<file path="src/rtl/serial_mag_cmp_if.sv">
// rtl/serial_mag_cmp_if.sv - operand/result handshake bundle for serial_mag_cmp
interface serial_mag_cmp_if #(
  parameter int WIDTH = 8
);
  logic             in_valid;
  logic             in_ready;
  logic [WIDTH-1:0] P;
  logic [WIDTH-1:0] Q;
  logic             out_valid;
  logic             out_ready;
  logic             PGTQ;
  logic             PEQQ;
  logic             PLTQ;

  modport master (
    output in_valid, P, Q, out_ready,
    input  in_ready, out_valid, PGTQ, PEQQ, PLTQ
  );

  modport slave (
    input  in_valid, P, Q, out_ready,
    output in_ready, out_valid, PGTQ, PEQQ, PLTQ
  );
endinterface

</file>
<file path="src/rtl/serial_mag_cmp.sv">
// rtl/serial_mag_cmp.sv - bit-serial MSB-first magnitude comparator, early exit at first differing bit
// Define SERIAL_MAG_CMP_SIGNED_EN for two's complement operands.
module serial_mag_cmp #(
  parameter int WIDTH = 8
) (
  input  logic             clk,
  input  logic             rst_n,
  serial_mag_cmp_if.slave  bus
);
  localparam int CW = $clog2(WIDTH);

  typedef enum logic [1:0] {S_IDLE, S_CMP, S_DONE} state_t;

  state_t           state;
  logic [WIDTH-1:0] p_sr;
  logic [WIDTH-1:0] q_sr;
  logic [CW-1:0]    cnt;
  logic             pgtq;
  logic             peqq;
  logic             pltq;

  logic p_msb;
  logic q_msb;
  logic sign_step;
  logic bit_gt;
  logic bit_lt;

  assign p_msb = p_sr[WIDTH-1];
  assign q_msb = q_sr[WIDTH-1];

`ifdef SERIAL_MAG_CMP_SIGNED_EN
  // The sign bit is only ever examined on the first step, while cnt is still at its load value.
  assign sign_step = (cnt == CW'(WIDTH - 1));
`else
  assign sign_step = 1'b0;
`endif

  assign bit_gt = sign_step ? (~p_msb & q_msb) : (p_msb & ~q_msb);
  assign bit_lt = sign_step ? (p_msb & ~q_msb) : (~p_msb & q_msb);

  always_ff @(posedge clk or negedge rst_n) begin
    if (!rst_n) begin
      state <= S_IDLE;
      p_sr  <= '0;
      q_sr  <= '0;
      cnt   <= '0;
      pgtq  <= 1'b0;
      peqq  <= 1'b0;
      pltq  <= 1'b0;
    end else begin
      case (state)
        S_IDLE: begin
          if (bus.in_valid) begin
            p_sr  <= bus.P;
            q_sr  <= bus.Q;
            cnt   <= CW'(WIDTH - 1);
            state <= S_CMP;
          end
        end
        S_CMP: begin
          if (p_msb != q_msb) begin
            pgtq  <= bit_gt;
            pltq  <= bit_lt;
            state <= S_DONE;
          end else if (cnt == '0) begin
            peqq  <= 1'b1;
            state <= S_DONE;
          end else begin
            p_sr <= {p_sr[WIDTH-2:0], 1'b0};
            q_sr <= {q_sr[WIDTH-2:0], 1'b0};
            cnt  <= cnt - 1'b1;
          end
        end
        S_DONE: begin
          if (bus.out_ready) begin
            pgtq  <= 1'b0;
            peqq  <= 1'b0;
            pltq  <= 1'b0;
            state <= S_IDLE;
          end
        end
        default: state <= S_IDLE;
      endcase
    end
  end

  assign bus.in_ready  = (state == S_IDLE);
  assign bus.out_valid = (state == S_DONE);
  assign bus.PGTQ      = pgtq;
  assign bus.PEQQ      = peqq;
  assign bus.PLTQ      = pltq;
endmodule

</file>
<file path="src/flat_wrapper.sv">
// flat-port wrapper written by rule: the top's interface ports become plain ports
module serial_mag_cmp_flat 
#(
  parameter int WIDTH = 8
)
  (clk, rst_n, bus_in_valid, bus_P, bus_Q, bus_out_ready, bus_in_ready, bus_out_valid, bus_PGTQ, bus_PEQQ, bus_PLTQ);
  serial_mag_cmp_if #(.WIDTH(WIDTH)) bus_i ();
  input  logic clk;
  input  logic rst_n;
  input wire logic [$bits(bus_i.in_valid)-1:0] bus_in_valid;
  input wire logic [$bits(bus_i.P)-1:0] bus_P;
  input wire logic [$bits(bus_i.Q)-1:0] bus_Q;
  input wire logic [$bits(bus_i.out_ready)-1:0] bus_out_ready;
  output wire logic [$bits(bus_i.in_ready)-1:0] bus_in_ready;
  output wire logic [$bits(bus_i.out_valid)-1:0] bus_out_valid;
  output wire logic [$bits(bus_i.PGTQ)-1:0] bus_PGTQ;
  output wire logic [$bits(bus_i.PEQQ)-1:0] bus_PEQQ;
  output wire logic [$bits(bus_i.PLTQ)-1:0] bus_PLTQ;
  assign bus_i.in_valid = bus_in_valid;
  assign bus_i.P = bus_P;
  assign bus_i.Q = bus_Q;
  assign bus_i.out_ready = bus_out_ready;
  assign bus_in_ready = bus_i.in_ready;
  assign bus_out_valid = bus_i.out_valid;
  assign bus_PGTQ = bus_i.PGTQ;
  assign bus_PEQQ = bus_i.PEQQ;
  assign bus_PLTQ = bus_i.PLTQ;
  serial_mag_cmp #(.WIDTH(WIDTH)) u_core (.clk(clk), .rst_n(rst_n), .bus(bus_i));
endmodule
</file>
<file path="config.mk">
export PLATFORM = sky130hd
export DESIGN_NAME = serial_mag_cmp_flat
export DESIGN_NICKNAME = d
export VERILOG_FILES = /design/src/rtl/serial_mag_cmp_if.sv /design/src/rtl/serial_mag_cmp.sv /design/src/flat_wrapper.sv
export SDC_FILE = /design/constraint.sdc
export NUM_CORES = 1
export LEC_CHECK = 0
export BUFFER_PORTS_ARGS = -buffer_cell sky130_fd_sc_hd__buf_2
export CAP_MARGIN = 40
export CORE_MARGIN = 2
export CORE_UTILIZATION = 40
export CTS_CLUSTER_DIAMETER = 150
export DETAILED_ROUTE_END_ITERATION = 8
export PLACE_DENSITY = 0.66
export SLEW_MARGIN = 20
export SYNTH_ARGS = -nofsm -noshare
export SYNTH_HDL_FRONTEND = slang
export SYNTH_SLANG_ARGS = --single-unit
</file>
<file path="constraint.sdc">
create_clock -name clk -period 2.7 [get_ports clk]
set_input_delay 0 -clock clk [delete_from_list [all_inputs] [get_ports clk]]
set_output_delay 0 -clock clk [all_outputs]
set_load 0.05 [all_outputs]
</file>
==> flow_summary.toml, run 1 <==
[run_status]
outcome = "finished, final reports clean"

[synth]
synth_edf_count = 0
synth_area_um2 = 1260
yosys_most_used_dff = "dfrtp_1"
async_flop_share_pct = 100
avgSynthCellArea_um2 = 11.1
yosys-top-cells-area = "dfrtp_1 (48%), o221a_2 (13%), or2_0 (4.5%)"
synth_cell_type_count = 34
ys_warn_count = 0
synth_top_cell_by_area = "dfrtp_1"
syn_inst = 113
post-synth-top-area-fraction_pct = 47.8
syn_nets = 137
yosysSeqAreaShare_pct = 47.8
ys_ff_latch = 24

[clocking]
clkLatencyLatePin_ps = 310
htreeDepth = 1
cts_buffer_depth = 2
cts_tree = "built"
cts_setup_buffers = 0
root_buffer = "clkbuf_4"
clock-sinks = 24
clk_pin_slew_ps = 130
numCtsBuffers = 3

[routing]
avgViaCountPerCell = 5.25
dr.pass1.iters = 4
first_iter_violations = 61
drc_errors = 0
vias = 951
antenna_left = 0
routed_wl_um = 2360
avgRoutedWirePerCell_um = 13.0

[worst_setup_path]
r2r_end = "u_core.q_sr[3]"
r2r_start = "u_core.q_sr[7]"
cp_cell_sequence = "inv_1, ha_1, and3b_1, nand2_1, o221a_2"
cp.required_ps = 2900
cp_top_family = "simple AND/OR/NAND/NOR gates"
max_stage_delay_ps = 420
path_class = "flip-flop to flip-flop"
rr_worst_depth = 5
start_kind = "flip-flop"
critPathMaxFanout = 14
cp_slowest_cell = "ha_1"
r2r_slack_ps = 800
crit_buf_inv = 1
end_kind = "flip-flop"
cp_data_arrival_time_ps = 2100

[timing]
skew_ps = 7.42
worst_slack_ps = 799
post-route-period-util_pct = 70.4
hold_violations = 0
rsz0062_at_grt = "false"
drv_slew = 0
slew_headroom_pct = 65.1
worstMarginPinSlew_ps = 524
final.setup.tns_ps = 0
setup_viol = 0
fmax_mhz = 526
period_minus_slack_ps = 1900

[floorplanning]
dieArea_um2 = 3610
initial_core_util_pct = 41.5
coreArea_um2 = 3030
die_x_um = 60.1
num_io_pins = 25
rows = 20
die_h_um = 60.1

[cells_and_area]
finish.utilization_pct = 47.6
antenna_cells = 0
fillers = 311
areaGrowthSynthToFinish_pct = 14.7
final_area_um2 = 1440
drive_gt1_share_pct = 35.0
finalNetCount = 163

[pwr]
power.leakage_nw = 0.627
ir_worst_vdd_uv = 510
powerDensity_nw_per_um2 = 1140

[min_path]
hp-class = "input pin to flip-flop"
worstHoldEndpoint = "u_core.p_sr[0]"
min_from = "bus_in_valid"
hold-path-cell-count = 3

[placement]
numPortBuffers = 24
gp_congestion = 0.758
place_hpwl_um = 1690
placed_cell_area_um2 = 1390
place_ws_ps = 816

[global_route]
antenna_found_initial = 0
grt_max_degree = 25
grt_pass1_vias = 929
track_usage_pct = 15.2
grt-ovfl-total = 0
grt_pass1_wl_um = 4120

[flow_run]
maxCapViolCount = 0
-- cell usage in the layout, fill, tap and decap left out, types with 2 or more instances in the layout --
master	instances
or2_0	9
or2_2	4
a311oi_1	3
nor2b_1	3
buf_2	24
o221a_2	14
a211oi_1	2
dfrtp_1	24
nor2_1	6
inv_1	7
ha_1	4
o21ai_0	4
clkbuf_4	3
nand2_1	6
nand2b_1	3
dlygate4sd3_1	3
-- cell type report --
class                           count  area, µm²  share of cell area (%)
Timing Repair Buffer               27        150                    10.4
Sequential cell                    24        601                    41.6
Multi-Input combinational cell     76        588                    40.8
Inverter                            7       26.3                    1.82
Tap cell                           44       55.1                    3.82
Clock buffer                        3       22.5                    1.56
-- sequential cells by signal (all words and copies together), names as in the netlist --
register	count
u_core.q_sr	8
u_core.cnt	3
u_core.p_sr	8
u_core.state	2
u_core.bus.PGTQ	1
u_core.bus.PLTQ	1
u_core.bus.PEQQ	1
-- what timing repair did --
action                                 CTS  global route
gates resized for setup                  0             0
setup endpoints to repair                0             0
endpoints found under the hold margin   26             0
hold buffers                             3             0
-- cells in the mapped netlist, types with 2 or more instances --
master and n:
o221a_2 14, clkbuf_1 2, nand2_1 6, inv_1 7, ha_1 4, dfrtp_1 24
a311oi_1 3, or2_2 4, a211oi_1 2, nor2_1 6, or2_0 9, o21ai_0 4
nand2b_1 3, buf_2 3, nor2b_1 3
-- worst max-delay path by stage --
| stage | from | cells past startpoint | endpoint |
|---|---|---|---|
| 2_1_floorplan | u_core.q_sr[7] | 7 | u_core.p_sr[2] |
| 3_3_place_gp | u_core.q_sr[7] | 5 | u_core.p_sr[1] |
| 3_5_place_dp | u_core.q_sr[7] | 5 | u_core.q_sr[3] |
| 4_1_cts | u_core.q_sr[7] | 5 | u_core.q_sr[3] |
| 5_1_grt | u_core.q_sr[7] | 5 | u_core.p_sr[1] |
| 6_report | u_core.q_sr[7] | 5 | u_core.q_sr[3] |
-- where the power goes --
group	switching (mW)	internal (mW)	total [mW]
clock network	0.101	0.0521	0.153
logic	0.436	0.366	0.802
registers	0.156	0.528	0.685
-- cells by family (layout without fill, tap and decap cells) --
group           Yosys count  count (layout)  synth area share, %
simple gates             39              39                 18.1
compound gates           33              33                 24.7
flops                    24              24                 47.8
buf+inv                  13              37                 5.47
fa+ha+maj                 4               4                 3.98
-- worst reg2reg max path, stage by stage, from the launching register on --
cell     delay, ps
dfrtp_1        390
inv_1           50
ha_1           420
and3b_1        250
nand2_1        300
o221a_2        390
-- per-layer routing --
| layer | vias up | routed length [µm] | global-route usage, % |
|---|---|---|---|
| met5 | - | 0 | 0 |
| met4 | 0 | 10 | 1.90 |
| met3 | 2 | 104 | 3.90 |
| met2 | 24 | 1090 | 25.8 |
| met1 | 458 | 1150 | 20.1 |
| li1 | 467 | - | - |
-- metrics by stage --
| step | std cells | power, mW | hold WS [ps] |
|---|---|---|---|
| 6_report | 181 | 1.64 | 22.7 |
| 5_1_grt | 181 | 1.79 | 28.5 |
| 4_1_cts | 181 | 1.66 | 16.3 |
| 3_5_place_dp | 175 | 1.50 | 10.6 |
| 3_3_place_gp | 175 | 1.47 | 3.82 |
| 2_1_floorplan | 113 | 1.36 | -296 |
Power figures use the tool's default switching activity.
==> run 2, diff against run 1 <==
- clock period: 2.7 -> 1.8 ns (I/O delays scaled with it)
==> run 2 against run 1 <==
Die area unchanged. Combinational power up 67%. Sequential cell count unchanged. Clock skew down 5.4 ps. Final cell count up 3.3%. Critical path type unchanged.
==> flow_summary.toml, run 2 (synthesis gave the netlist of run 1 again) <==
[run_status]
outcome = "finished, final reports clean"

[routing]
vias = 975
first_iter_violations = 88
drc_errors = 0
antenna_left = 0
routed_wl_um = 2470
dr.pass1.iters = 4
avgViaCountPerCell = 5.21
avgRoutedWirePerCell_um = 13.2

[placement]
numPortBuffers = 24
place_hpwl_um = 1770
gp_congestion = 0.793
placed_cell_area_um2 = 1430

[pwr]
powerDensity_nw_per_um2 = 1740
ir_worst_vdd_uv = 652
power.leakage_nw = 0.659

[worst_setup_path]
cp.required_ps = 2010
path_class = "flip-flop to flip-flop"
cp_data_arrival_time_ps = 1820
end_kind = "flip-flop"
critPathMaxFanout = 14
cp_cell_sequence = "inv_1, ha_1, nand2b_1, nand2_1, buf_4, o221a_2"
start_kind = "flip-flop"
cp_slowest_cell = "dfrtp_1"
max_stage_delay_ps = 420

[timing]
period_minus_slack_ps = 1610
whs_ps = 28.1
post-route-period-util_pct = 89.2
final.setup.tns_ps = 0
worstMarginPinSlew_ps = 525
fmax_mhz = 623
skew_ps = 2.03
hold_violations = 0
rsz0062_at_grt = "false"
drv_slew = 0
setup_viol = 0
slew_headroom_pct = 65.0

[clocking]
cts_buffer_depth = 2
clkLatencyLatePin_ps = 310
htreeDepth = 1
cts_setup_buffers = 0
cts_tree = "built"
numCtsBuffers = 3
cts_hold_buf = 3
clock-sinks = 24
root_buffer = "clkbuf_4"
cts.repair.resized = 0
clk_pin_slew_ps = 130

[cells_and_area]
multi_input_area_um2 = 588
drive_gt1_share_pct = 37.8
finish.utilization_pct = 49.3
finalNetCount = 168
antenna_cells = 0
top_regs = "u_core.p_sr x8, u_core.q_sr x8, u_core.cnt x3"
final_cell_mix = "buf_2 (24), dfrtp_1 (24), o221a_2 (14), or2_0 (9), inv_1 (7)"
regArea_um2 = 601
fillers = 292
areaGrowthSynthToFinish_pct = 18.8
final_area_um2 = 1490

[global_route]
grt-ovfl-total = 0
antenna_found_initial = 0
grt_pass1_wl_um = 4410
track_usage_pct = 15.9
grt_max_degree = 25
grt_pass1_vias = 951

[floorplanning]
coreArea_um2 = 3030
die_h_um = 60.1
initial_core_util_pct = 41.5
dieArea_um2 = 3610
rows = 20
num_io_pins = 25
die_x_um = 60.1

[flow_run]
maxCapViolCount = 0

[min_path]
hp-class = "input pin to flip-flop"
run 2: path summary, 6_finish.rpt:
check | cells after the start | startpoint | endpoint | slack [ps]
max | 6 | u_core.cnt[0] | u_core.p_sr[1] | 190
min | 3 | bus_P[4] | u_core.p_sr[4] | 30
max reg2reg | 6 | u_core.cnt[0] | u_core.p_sr[1] | 190
min reg2reg | 2 | u_core.bus.PEQQ | u_core.bus.PEQQ | 530
max in group asynchronous | 2 | rst_n | u_core.p_sr[1] | 1270
min in group asynchronous | 2 | rst_n | u_core.bus.PLTQ | 180
run 2: worst max-delay path: cells and delay by family (launching register included):
family	cells	cell delay, ps
DFF	1	420
and+or+nand+nor	2	330
adders and majority gates	1	210
AOI/OAI and AO/OA	1	270
buffers and inverters	2	280
run 2: final cells by class:
cell class | count | share of cell area [%]
Sequential cell | 24 | 40.2
Multi-Input combinational cell | 76 | 39.4
Timing Repair Buffer | 32 | 12.6
Tap cell | 44 | 3.69
Clock buffer | 4 | 2.43
Inverter | 7 | 1.76
run 2: stage by stage:
step | power, mW | cells | setup WS, ps
2_1_floorplan | 2.04 | 113 | 73.6
3_3_place_gp | 2.29 | 180 | 234
3_5_place_dp | 2.33 | 180 | 204
4_1_cts | 2.62 | 187 | 201
5_1_grt | 2.82 | 187 | 71.9
6_report | 2.61 | 187 | 194
run 2: metal layers:
metal / share of wire, % / GRT usage [%] / vias up
li1: - / - / 478
met1: 50 / 22.6 / 469
met2: 45 / 25.2 / 26
met3: 3.8 / 3.46 / 2
met4: 0.61 / 3.17 / 0
met5: 0 / 0 / -
run 2: power by group:
part	leakage (nW)	switching, mW	internal [mW]	total [mW]
Clock	0.0210	0.165	0.123	0.288
Sequential	0.268	0.185	0.793	0.978
Combinational	0.370	0.725	0.615	1.34
Total	0.659	1.08	1.53	2.61
